--- src/rtl/bus_arbiter2.sv ---
// Two-master, one-slave round-robin arbiter for the valid/ready memory bus.
// Ownership is held until completion; a watchdog aborts transfers to a silent slave.
module bus_arbiter2 #(
  parameter int              AW       = 32,
  parameter int              DW       = 32,
  parameter int              TW       = 8,
  parameter int              TIMEOUT  = 255,
  parameter logic [DW-1:0]   ERR_DATA = 32'hDEADBEEF
) (
  input  logic          clk,
  input  logic          rstb,
  input  logic [AW-1:0] m0_addr,
  input  logic [2:0]    m0_size,
  input  logic          m0_write,
  input  logic [DW-1:0] m0_wdata,
  input  logic          m0_valid,
  output logic          m0_ready,
  output logic [DW-1:0] m0_rdata,
  input  logic [AW-1:0] m1_addr,
  input  logic [2:0]    m1_size,
  input  logic          m1_write,
  input  logic [DW-1:0] m1_wdata,
  input  logic          m1_valid,
  output logic          m1_ready,
  output logic [DW-1:0] m1_rdata,
  output logic [AW-1:0] s_addr,
  output logic [2:0]    s_size,
  output logic          s_write,
  output logic [DW-1:0] s_wdata,
  output logic          s_valid,
  input  logic [DW-1:0] s_rdata,
  input  logic          s_ready,
  output logic          err,
  output logic [1:0]    owner
);

  typedef enum logic [1:0] {IDLE = 2'b00, G0 = 2'b01, G1 = 2'b10} state_t;

  localparam logic [TW-1:0] TO_LAST = TW'((TIMEOUT == 0) ? 0 : TIMEOUT - 1);

  state_t        state, state_nxt;
  logic          last, last_nxt;
  logic [TW-1:0] tcnt, tcnt_nxt;

  logic          sel_m1;
  logic          req_valid;
  logic          to_hit;
  logic          done;
  logic [DW-1:0] rdata_mux;

  always_ff @(posedge clk or negedge rstb) begin
    if (!rstb) begin
      state <= IDLE;
      last  <= 1'b1;
      tcnt  <= '0;
    end else begin
      state <= state_nxt;
      last  <= last_nxt;
      tcnt  <= tcnt_nxt;
    end
  end

  always_comb begin
    state_nxt = state;
    last_nxt  = last;
    tcnt_nxt  = tcnt;
    sel_m1    = (state == G1);
    req_valid = 1'b0;
    to_hit    = 1'b0;
    done      = 1'b0;
    rdata_mux = '0;
    s_addr    = '0;
    s_size    = '0;
    s_write   = 1'b0;
    s_wdata   = '0;
    s_valid   = 1'b0;
    m0_ready  = 1'b0;
    m0_rdata  = '0;
    m1_ready  = 1'b0;
    m1_rdata  = '0;
    err       = 1'b0;
    owner     = {state == G1, state == G0};

    case (state)
      IDLE: begin
        tcnt_nxt = '0;
        if (m0_valid && m1_valid) state_nxt = last ? G0 : G1;
        else if (m0_valid)        state_nxt = G0;
        else if (m1_valid)        state_nxt = G1;
      end
      G0, G1: begin
        req_valid = sel_m1 ? m1_valid : m0_valid;
        s_addr    = sel_m1 ? m1_addr  : m0_addr;
        s_size    = sel_m1 ? m1_size  : m0_size;
        s_write   = sel_m1 ? m1_write : m0_write;
        s_wdata   = sel_m1 ? m1_wdata : m0_wdata;
        // A master that has withdrawn its request is never reported as timed out.
        to_hit    = (TIMEOUT != 0) && req_valid && !s_ready && (tcnt == TO_LAST);
        s_valid   = req_valid && !to_hit;
        done      = (s_valid && s_ready) || to_hit;
        rdata_mux = to_hit ? ERR_DATA : s_rdata;
        err       = to_hit;
        if (sel_m1) begin
          m1_ready = done;
          m1_rdata = rdata_mux;
        end else begin
          m0_ready = done;
          m0_rdata = rdata_mux;
        end
        if (!req_valid) begin
          state_nxt = IDLE;
          tcnt_nxt  = '0;
        end else if (done) begin
          state_nxt = IDLE;
          last_nxt  = sel_m1;
          tcnt_nxt  = '0;
        end else if (tcnt != '1) begin
          tcnt_nxt = tcnt + 1'b1;
        end
      end
      default: state_nxt = IDLE;
    endcase
  end

endmodule

--- config.mk ---
export PLATFORM = sky130hd
export DESIGN_NAME = bus_arbiter2
export DESIGN_NICKNAME = d
export VERILOG_FILES = /design/src/rtl/bus_arbiter2.sv
export SDC_FILE = /design/constraint.sdc
export NUM_CORES = 1
export LEC_CHECK = 0
export ABC_AREA = 1
export CAP_MARGIN = 5
export CORE_AREA = 5 5 117 119
export DETAILED_ROUTE_END_ITERATION = 16
export DIE_AREA = 0 0 122 124
export SYNTH_ARGS = -nofsm -noshare
export SYNTH_HDL_FRONTEND = slang
export SYNTH_SLANG_ARGS = --single-unit
export TNS_END_PERCENT = 5
--- constraint.sdc ---
create_clock -name clk -period 5.1 [get_ports clk]
set_input_delay 0.765 -clock clk [delete_from_list [all_inputs] [get_ports clk]]
set_output_delay 0.765 -clock clk [all_outputs]
set_load 0.005 [all_outputs]
==> results.py <==
metrics = {
    "synthesis": {
        "ys_ff_latch": 11,
        "netlist_instances": 493,
        "synth_top_area_cell": "nand2_1",
        "synth.top_cell.area_share_pct": 22.6,
        "yosysSeqAreaShare_pct": 11.6,
        "avgSynthCellArea_sq_um": 4.84,
        "synth_warnings": 0,
        "ys_top_cells_by_area": "nand2_1 23%, inv_1 20%, o21ai_0 14%",
        "yosys.cell_types.count": 26,
        "syn_nets": 672,
        "syn-cell-area_sq_mm": 0.00239,
    },
    "clock_tree": {
        "root_buffer": "clkbuf_16",
        "h-tree-depth": 1,
        "postCtsSetupBuffers": 0,
        "cts_hold_buf": 0,
        "clock_latency_ns": 0.24,
        "cts_tree": "yes",
        "cts_num_sinks": 11,
        "cts_buffer_depth": 2,
        "clk_pin_slew_ns": 0.04,
        "cts_made_buffers": 3,
        "post_cts_resized": 0,
    },
    "placed_design": {
        "gp_congestion": 0.809,
        "preCtsSetupSlack_ns": 1.27,
        "place_hpwl_um": 12400,
        "dp.cells": 954,
        "port_buffers": 310,
        "dpl-instance-area_sq_mm": 0.00562,
    },
    "die": {
        "io_pins": 311,
        "die_h_um": 124,
        "fp.dieW_um": 122,
        "start_util_pct": 19.2,
        "core_area_sq_mm": 0.0125,
        "dieArea_sq_mm": 0.0151,
        "rows": 41,
    },
    "timing": {
        "tightest_slew_ns": 0.891,
        "whs_ns": 0.492,
        "fmax_ghz": 0.263,
        "rsz0062_at_grt": "false",
        "fin_crit_ns": 3.80,
        "tns_ns": 0,
        "post-route-period-util_pct": 74.5,
        "fin_skew_ns": 0.000480,
        "hold_viol": 0,
        "max-slew-margin-rel_pct": 40.6,
        "finalSetupViolations": 0,
        "fin_ws_ns": 1.30,
        "slew_violations": 0,
    },
    "global_route": {
        "grt_first_pass_wirelength_um": 20900,
        "antenna_found_initial": 1,
        "grt.total_usage_pct": 17.3,
        "overflow": 0,
        "grt_max_degree": 49,
        "grt_pass1_vias": 3876,
    },
    "route": {
        "antenna_left": 0,
        "vias_per_cell": 4.11,
        "drt_wl_total_um": 14900,
        "drc": 0,
        "drt-initial-drc-count": 165,
        "routedWlPerCell_um": 15.5,
        "vias": 3938,
        "firstDrtPassIters": 4,
    },
    "setup_path": {
        "arrival_ns": 3.03,
        "crit-reg2reg-capture": "last$_DFFE_PN1P_",
        "critical_path_class": "flip-flop to primary output",
        "crit_fanout": 48,
        "cp-start-kind": "flip-flop",
        "end_kind": "primary output",
        "reg2reg_slack_ns": 3.03,
        "critPathLaunch": "state[0]$_DFFE_PN0P_",
        "endpoint": "s_addr[15]",
        "r2r_start": "state[0]$_DFFE_PN0P_",
        "r2r_cells": 8,
        "cp.required_ns": 4.34,
    },
    "pwr": {
        "finalPower_mw": 2.44,
        "p_leak_nw": 2.68,
        "power_density_mw_per_mm2": 429,
        "vdd.ir_drop.worst_mv": 0.389,
    },
    "cells_and_area": {
        "final_common_cell": "clkdlybuf4s50_1",
        "multi_input_area_sq_mm": 0.00149,
        "final_cell_count_no_fill": 958,
        "fin_util_pct": 45.7,
        "fin_nets": 966,
        "antenna_cells": 0,
        "final.fill_count": 1314,
        "design_area_sq_mm": 0.00569,
        "most-common-layout-cells": "310 x clkdlybuf4s50_1, 144 x nand2_1, 126 x inv_1",
        "regArea_sq_um": 277,
        "syn2layout_area_growth_pct": 139,
        "drive_gt1_share_pct": 3.69,
    },
    "status": {
        "outcome": "finished clean",
    },
    "worst_hold_path": {
        "hold_path.class": "flip-flop to flip-flop",
    },
    "flow_run": {
        "drv_cap": 0,
    },
}
final cells by class:
class                      count  area share, %
clock buffer                   4           1.38
timing repair buffer         315           55.2
inverter                     131           8.64
multi-input combinational    325           26.2
tap                          172           3.78
sequential                    11           4.86
critical path: stages (launching register included):
cell             delay [ns]
dfrtp_1                0.39
inv_1                  0.08
ha_1                   0.43
inv_2                  0.06
or2_2                  0.61
buf_4                  0.36
o21ai_0                0.26
clkdlybuf4s50_1        0.56
sequential cells by signal, indices dropped and copies added, names as in the netlist:
name	cells
state	2
last	1
tcnt	8
worst min-delay path by stage:
| stage | start | end | slack (ns) | cells after the start |
|---|---|---|---|---|
| after floorplan | last$_DFFE_PN1P_ | last$_DFFE_PN1P_ | 0.45 | 2 |
| after global placement | last$_DFFE_PN1P_ | last$_DFFE_PN1P_ | 0.49 | 2 |
| after detailed placement | last$_DFFE_PN1P_ | last$_DFFE_PN1P_ | 0.47 | 2 |
| after CTS | last$_DFFE_PN1P_ | last$_DFFE_PN1P_ | 0.49 | 2 |
| after global routing | last$_DFFE_PN1P_ | last$_DFFE_PN1P_ | 0.51 | 2 |
| final | last$_DFFE_PN1P_ | last$_DFFE_PN1P_ | 0.49 | 2 |
metal layers:
layer | wire length, um | global-route usage, % | up-vias
li1 | - | - | 2010
met1 | 5870 | 20.8 | 1718
met2 | 7410 | 31.4 | 194
met3 | 1400 | 5.09 | 14
met4 | 195 | 2.31 | 2
met5 | 13 | 0 | -
synth_stat cells:
cell type  instances
nand2_1          144
inv_1            126
nor2_1            76
o21ai_0           65
clkbuf_1          16
dfrtp_1           10
buf_2              6
ha_1               6
nand3_1            6
o21ai_1            6
inv_2              5
nand2_2            5
nor2_4             4
xnor2_1            3
buf_4              2
buf_6              2
nand4_1            2
a21oi_1            1
dfstp_2            1
nand3_2            1
nand4_2            1
nand4_4            1
o211ai_1           1
o21ai_2            1
o21bai_4           1
or2_1              1
cells by family after synthesis:
family | Yosys count | share of synthesized area, %
AO/OA/AOI/OAI | 75 | 16.6
XOR/XNOR | 3 | 1.10
adder cells (fa/ha/maj) | 6 | 3.14
buffers and inverters | 157 | 25.9
flip-flops | 11 | 11.6
AND/OR/NAND/NOR | 241 | 41.7
where the power goes:
part           total (mW)  internal, mW  switching (mW)  leakage [nW]
Combinational        2.18          1.19           0.987          2.49
Sequential          0.119         0.104          0.0149         0.148
Clock               0.145         0.105          0.0397        0.0382
Total                2.44          1.40            1.04          2.68
No activity file was read; power rests on OpenSTA's default activity.
